<file path="config.mk">
export PLATFORM = sky130hd
export DESIGN_NAME = mult_pipe_mac
export DESIGN_NICKNAME = d
export VERILOG_FILES = /design/src/rtl/mult_pipe_mac.sv
export SDC_FILE = /design/constraint.sdc
export NUM_CORES = 1
export LEC_CHECK = 0
export ABC_CLOCK_PERIOD_IN_PS = 3290
export BUFFER_PORTS_ARGS = -buffer_cell sky130_fd_sc_hd__buf_2
export CAP_MARGIN = 30
export CORE_MARGIN = 3
export CORE_UTILIZATION = 60
export DETAILED_ROUTE_END_ITERATION = 16
export GPL_TIMING_DRIVEN = 0
export PLACE_DENSITY_LB_ADDON = 0.05
export REMOVE_ABC_BUFFERS = 1
export SLEW_MARGIN = 20
export SYNTH_ARGS = -nofsm -noshare
export SYNTH_HDL_FRONTEND = slang
export SYNTH_SLANG_ARGS = --single-unit
</file>
<file path="constraint.sdc">
create_clock -name clk -period 3.29 [get_ports clk]
set_input_delay 0.658 -clock clk [delete_from_list [all_inputs] [get_ports clk]]
set_output_delay 0.658 -clock clk [all_outputs]
set_load 0.02 [all_outputs]
</file>
<file path="src/rtl/mult_pipe_mac.sv">
// Pipelined shift-add multiplier with a multiply-accumulate output stage.
// K multiplier bits per stage, global stall, sticky accumulator overflow.
module mult_pipe_mac #(
    parameter int M     = 8,
    parameter int N     = 8,
    parameter int K     = 1,
    parameter int ACC_W = M + N + 8
) (
    input  logic             clk,
    input  logic             rst,
    input  logic             in_valid,
    output logic             in_ready,
    input  logic [M-1:0]     in_a,
    input  logic [N-1:0]     in_b,
    input  logic             in_signed,
    input  logic             in_acc_en,
    input  logic             in_acc_clr,
    output logic             out_valid,
    input  logic             out_ready,
    output logic [M+N-1:0]   out_prod,
    output logic [ACC_W-1:0] out_acc,
    output logic             out_ovf
);

    localparam int S = N / K;
    localparam int P = M + N;

    logic advance;

    // Whole pipeline moves together; the output register gates everything.
    logic out_v_q;
    assign advance   = !out_v_q || out_ready;
    assign in_ready  = advance;
    assign out_valid = out_v_q;

    for (genvar i = 0; i < S; i++) begin : g_stg
        // Multiplier bits still unconsumed when a beat enters this stage.
        localparam int RB = N - K * i;

        logic          v_s;
        logic          sg_s;
        logic          en_s;
        logic          clr_s;
        logic [P-1:0]  a_s;
        logic [P-1:0]  ps_s;
        logic [RB-1:0] b_s;

        logic          v_q;
        logic          sg_q;
        logic          en_q;
        logic          clr_q;
        logic [P-1:0]  ps_q;
        logic [P-1:0]  ps_d;

        if (i == 0) begin : g_src
            assign v_s   = in_valid;
            assign sg_s  = in_signed;
            assign en_s  = in_acc_en;
            assign clr_s = in_acc_clr;
            // Operand A widened once; sign-extended only in signed mode.
            assign a_s   = {{N{in_a[M-1] & in_signed}}, in_a};
            assign b_s   = in_b;
            assign ps_s  = '0;
        end else begin : g_src
            assign v_s   = g_stg[i-1].v_q;
            assign sg_s  = g_stg[i-1].sg_q;
            assign en_s  = g_stg[i-1].en_q;
            assign clr_s = g_stg[i-1].clr_q;
            assign a_s   = g_stg[i-1].g_cy.a_q;
            assign b_s   = g_stg[i-1].g_cy.b_q;
            assign ps_s  = g_stg[i-1].ps_q;
        end

        // Add this stage's K partial products; the B sign bit weighs negative.
        always_comb begin
            ps_d = ps_s;
            for (int j = 0; j < K; j++) begin
                if (b_s[j]) begin
                    if (sg_s && (i * K + j == N - 1)) begin
                        ps_d = ps_d - (a_s << (i * K + j));
                    end else begin
                        ps_d = ps_d + (a_s << (i * K + j));
                    end
                end
            end
        end

        // Stage register: valid bit, beat flags and running partial sum.
        always_ff @(posedge clk or negedge rst) begin
            if (!rst) begin
                v_q   <= 1'b0;
                sg_q  <= 1'b0;
                en_q  <= 1'b0;
                clr_q <= 1'b0;
                ps_q  <= '0;
            end else if (advance) begin
                v_q   <= v_s;
                sg_q  <= sg_s;
                en_q  <= en_s;
                clr_q <= clr_s;
                ps_q  <= ps_d;
            end
        end

        if (i < S - 1) begin : g_cy
            logic [P-1:0]    a_q;
            logic [RB-K-1:0] b_q;

            // Operands carried forward; consumed B bits are dropped.
            always_ff @(posedge clk or negedge rst) begin
                if (!rst) begin
                    a_q <= '0;
                    b_q <= '0;
                end else if (advance) begin
                    a_q <= a_s;
                    b_q <= b_s[RB-1:K];
                end
            end
        end
    end

    logic             last_v;
    logic             last_sg;
    logic             last_en;
    logic             last_clr;
    logic [P-1:0]     last_ps;

    assign last_v   = g_stg[S-1].v_q;
    assign last_sg  = g_stg[S-1].sg_q;
    assign last_en  = g_stg[S-1].en_q;
    assign last_clr = g_stg[S-1].clr_q;
    assign last_ps  = g_stg[S-1].ps_q;

    logic [P-1:0]     prod_q;
    logic [ACC_W-1:0] acc_q;
    logic [ACC_W-1:0] acc_d;
    logic             ovf_q;
    logic             ovf_d;
    logic [ACC_W-1:0] ext;
    logic [ACC_W-1:0] base;
    logic [ACC_W:0]   sum;
    logic             ovf_add;

    // Accumulate the finished product; overflow is sticky until a clear beat.
    always_comb begin
        ext     = last_sg ? ACC_W'($signed(last_ps)) : ACC_W'(last_ps);
        base    = last_clr ? '0 : acc_q;
        sum     = {1'b0, base} + {1'b0, ext};
        ovf_add = 1'b0;
        if (last_sg) begin
            ovf_add = (base[ACC_W-1] == ext[ACC_W-1])
                   && (sum[ACC_W-1] != base[ACC_W-1]);
        end else begin
            ovf_add = sum[ACC_W];
        end
        acc_d = last_en ? sum[ACC_W-1:0] : base;
        ovf_d = (last_clr ? 1'b0 : ovf_q) | (last_en & ovf_add);
    end

    // Output register; data and accumulator only move on a real beat.
    always_ff @(posedge clk or negedge rst) begin
        if (!rst) begin
            out_v_q <= 1'b0;
            prod_q  <= '0;
            acc_q   <= '0;
            ovf_q   <= 1'b0;
        end else if (advance) begin
            out_v_q <= last_v;
            if (last_v) begin
                prod_q <= last_ps;
                acc_q  <= acc_d;
                ovf_q  <= ovf_d;
            end
        end
    end

    assign out_prod = prod_q;
    assign out_acc  = acc_q;
    assign out_ovf  = ovf_q;

endmodule
</file>
* Yosys cells after proc, flatten, opt, wreduce, memory -nomap -nowiden *
Index checks and enable logic that the tools add are counted.

storage, ports and cells
  bits in registers = 293
  input port bits = 23
  output and inout port bits = 43
  word-level logic and storage cells = 90

operators by class
  add/sub/neg operators = 9
  equal/unequal tests = 2
  multiplexer cells = 14
  bitwise gates (word level) = 3
  reductions and logical operators = 4

operator list
  kind                                       number
  16-bit 2-to-1 mux                          9
  16-bit adder                               7
  24-bit 2-to-1 mux                          3
  24-bit by 24-bit adder with 25-bit output  1
  16-bit subtractor                          1
  1-bit AND                                  2
  1-bit 2-to-1 mux                           2
  2-bit AND reduction                        1
  1-bit equality test                        1
  1-bit logical AND                          1
  1-bit zero test                            1
  1-bit logical OR                           1
  1-bit != test                              1
  1-bit OR                                   1

* Longest topological paths before layout *
  depth after elaboration = 7
  mapped depth = 14
  mapped depth without buffers = 14

* Worst setup path before layout *
Ideal clock, no wire load.

  kind = flip-flop to flip-flop
  from = register g_stg[7].clr_q
  to = register ovf_q (netlist: out_ovf)
  library setup time = 0.139 ns
  data arrival time = 2.550 ns
  required time = 3.151 ns
  path slack = 0.601 ns
  cell stages (with the launch flop) = 11
  buffers on the path = 1
  period minus slack after synthesis = 2.689 ns
  path through = dfrtp_1 -> clkbuf_1 -> nor2b_1 -> ha_1 -> a211oi_2 -> nor2_1 -> o41a_1 -> a211o_1 -> o41ai_4 -> xor2_1 -> o221ai_1

between the ends
  word-level cells in the longest chain between the ends = 7
  elaborated cells between the ends (all ways) = 9
  classes of those cells = add/sub: 1; eq/ne: 2; mux: 3; bitwise: 2; reduce/logical: 1

ends and longest elaborated chain
  what                                       line  text
  start: declaration                         51    logic clr_q;
  start signal: assignment                   100   clr_q <= clr_s;
  24-bit 2-to-1 mux                          147   base = last_clr ? '0 : acc_q;
  24-bit by 24-bit adder with 25-bit output  148   sum = {1'b0, base} + {1'b0, ext};
  1-bit != test                              152   && (sum[ACC_W-1] != base[ACC_W-1]);
  1-bit logical AND                          152
  1-bit 2-to-1 mux                           150   if (last_sg) begin
  1-bit AND                                  157   ovf_d = (last_clr ? 1'b0 : ovf_q) | (last_en & ovf_add);
  1-bit OR (*)                               157
  end signal: assignment                     172   ovf_q <= ovf_d;
  end: declaration                           137   logic ovf_q;

Every way passes the cells marked *; elsewhere a longest branch is shown, timed or not.
A chain may end at the register's enable or synchronous reset.

* Final worst setup path *
  from = register g_stg[7].clr_q
  to = register acc_q[18] (netlist: out_acc[18])

between the ends
  word-level cells in the longest chain between the ends = 3

ends and longest elaborated chain
  what                                       line  text
  24-bit 2-to-1 mux (*)                      147
  24-bit by 24-bit adder with 25-bit output  148
  24-bit 2-to-1 mux (*)                      156   acc_d = last_en ? sum[ACC_W-1:0] : base;
  end signal: assignment                     165   acc_q <= '0;
  end signal: assignment                     171   acc_q <= acc_d;
  end: declaration                           135   logic [ACC_W-1:0] acc_q;

Marks and branches as above.

==> flow_metrics.tcl <==
set metrics [dict create \
    coreArea_mm2 0.0253 \
    finalHoldViolCount 0 \
    final_cells 2138 \
    worstPathArrival_ns 3.41 \
    globalplace.congestion 0.856 \
    setup_viol 0 \
    ys_seq_area_frac 0.459 \
    p_int_uw 11500 \
    start_util 0.615 \
    multi_input_area_mm2 0.00799 \
    antenna_cells 0 \
    synth_cells 1748 \
    viasPerCell 5.44 \
    postCtsHoldBufs 0 \
    drv_cap 0 \
    numCtsBuffers 34 \
    postSynth.asyncResetShare 1.00 \
    io_pins 66 \
    p_clk_frac 0.191 \
    core.rowCount 58 \
    synth_top_area_frac 0.459 \
    final_cell_mix "nand2_1 (572), dfrtp_1 (285), o21ai_0 (125)" \
    drt-wirelength-per-cell_um 13.8 \
    p_per_area_mw_per_mm2 1090 \
    ctsRootBufferMaster "clkbuf_16" \
    p_switching_uw 7600 \
    drc_errors 0 \
    status "complete, no violations" \
    wirelength_um 29500 \
    hold_path_class "in2async" \
    synth_area_leader_cell "dfrtp_1" \
    grt_pass1_vias 11748 \
    grt_pass1_wl_um 53100 \
    fillers 2073 \
    clk_transition_reported_paths_ns 0.05 \
    max_freq_ghz 0.326 \
    dieArea_mm2 0.0279 \
    finalMaxSlewViolations 0 \
    max-vdd-ir-drop_mv 0.747 \
    critPathKind "reg2reg" \
    grt-ovfl-total 0 \
    syn-cell-area_mm2 0.0156 \
    clockBufferDepth 3 \
    yosysWarningCount 0 \
    ys_top_cells_by_area "dfrtp_1 (46%), nand2_1 (14%), ha_1 (7.8%), o21ai_0 (4.0%), mux2i_1 (3.3%)" \
    area_delta_synth_final_pct 12.3 \
    numClockSinks 286 \
    grt_setup_unrepaired "no" \
    critPathMaxFanout 27 \
    ant_nets 0 \
    grtUsageTotal 0.219 \
    fin_ws_ns 0.222 \
    combPwrFrac 0.473 \
    synth.distinct_cells 58 \
    dp_hpwl_um 20700 \
    ys_ff_latch 286 \
    synth_edf_count 0 \
    antenna_found_initial 0 \
    required_ns 3.64 \
    pwr-share-seq 0.335 \
    dp_cells 2080 \
    vias 11629 \
    critPathLaunchType "register" \
    avgSynthCellArea_um2 8.91 \
    tightest_slew_ns 0.884 \
    grt_max_degree 114 \
    seqCellArea_mm2 0.00716 \
    dr.pass1.iters 5 \
    final.setup_skew_ns 0.00709 \
    relSlewSlack 0.409 \
    insertion_delay_ns 0.50 \
    synth-main-ff-cell "dfrtp_1" \
    post-place-ws_ns -0.0975 \
    cts-htree-levels 2 \
    fin_crit_ns 3.07 \
    critPathCaptureType "register" \
    drt-initial-drc-count 670 \
    die_h_um 167 \
    totalNegativeSetupSlack_ns 0 \
    finalCritPeriodShare 0.933 \
    die_w_um 167 \
    final_common_cell "nand2_1" \
    nets 1914 \
    p_leak_uw 0.00879 \
    final_layout_size_suffix_gt1_frac 0.0935 \
    fin_util 0.691 \
    swShare 0.398 \
    io_buffers 65 \
    cts_tree "built" \
]
## metrics by stage
stage | hold WS [ns] | instance area (um^2) | total power, uW
2_1_floorplan | 0.362 | 15300 | 13100
3_5_place_dp | 0.455 | 16400 | 15500
3_3_place_gp | 0.449 | 16000 | 13900
5_1_grt | 0.0347 | 17500 | 20900
4_1_cts | 0.0226 | 17500 | 19300
6_report | 0.0306 | 17500 | 19100
## layout make-up
cell class,count,share of cell area
Clock inverter,8,0.00386
Timing Repair Buffer,79,0.0377
Tap cell,330,0.0236
Inverter,42,0.00944
Clock buffer,50,0.0597
Multi-Input combinational cell,1343,0.457
Sequential cell,286,0.409
## cells by family after synthesis
group / synth area share
and+or+nand+nor: 0.202
AOI/OAI and AO/OA: 0.125
adders and majority gates: 0.0882
muxes: 0.0479
DFF: 0.459
xor gates and xnor gates: 0.0489
buffers and inverters: 0.0287
## path summary, 6_finish.rpt
check                           slack (ns)                       start  cells after the start                          endpoint
worst min register to register        0.46   g_stg[4].en_q$_DFFE_PN0N_                      2         g_stg[4].en_q$_DFFE_PN0N_
worst max-delay path                  0.22  g_stg[7].clr_q$_DFFE_PN0N_                     12           out_acc[18]$_DFFE_PN0P_
min in group clk                      0.36                     in_b[7]                      3  g_stg[0].g_cy.b_q[6]$_DFFE_PN0N_
worst max register to register        0.22  g_stg[7].clr_q$_DFFE_PN0N_                     12           out_acc[18]$_DFFE_PN0P_
worst min-delay path                  0.03                         rst                      1            out_acc[1]$_DFFE_PN0P_
max in group asynchronous             2.16                         rst                      3  g_stg[1].g_cy.a_q[7]$_DFFE_PN0N_
## power by group through the flow
stage | clock, uW | combinational (uW) | sequential (uW)
detailed placement | 0 | 9040 | 6460
global route | 3920 | 10400 | 6650
global placement | 0 | 7760 | 6150
floorplan | 0 | 6810 | 6290
CTS | 3760 | 9100 | 6410
finish | 3650 | 9030 | 6400
## per-layer routing
metal  GRT usage  routed length, um
met1       0.264              12700
met2       0.402              15100
met3      0.0345                918
met4      0.0708                743
met5           0                  0
## repair_timing
action / CTS / global route
buffers inserted: 0 / 0
gates cloned: 0 / 0
gates resized for setup: 1 / 2
endpoints found under the setup margin: 5 / 5
## critical path, cell delays in order, from the launching register on
cell      delay (ns)
dfrtp_4         0.61
nor2b_1         0.16
ha_1            0.23
inv_1           0.07
fa_1            0.38
nand2b_1        0.20
a21oi_2         0.21
o22ai_1         0.20
a211oi_1        0.30
a311oi_2        0.12
o21bai_1        0.20
xnor2_1         0.13
o21ai_0         0.10
## registers in the layout, summed over array words and instances (netlist names)
signal          cells
g_stg.sg_q          8
g_stg.g_cy.a_q     63
out_acc            24
g_stg.en_q          8
out_prod           16
out_ovf             1
g_stg.ps_q        121
out_valid           1
g_stg.g_cy.b_q     28
g_stg.clr_q         8
g_stg.v_q           8
## Yosys cell counts (11+ instances only)
library cell	number
xor2_1	28
nor2_1	58
nor3_1	23
nand2b_1	13
dfrtp_1	286
mux2i_1	52
a31oi_1	11
a21oi_1	70
mux2_2	20
o21ai_0	126
xnor2_1	59
clkbuf_1	69
nor2b_1	37
a21o_1	28
nand3_1	21
nand2_1	572
inv_1	41
ha_1	97
No activity file was read; power rests on OpenSTA's default activity.
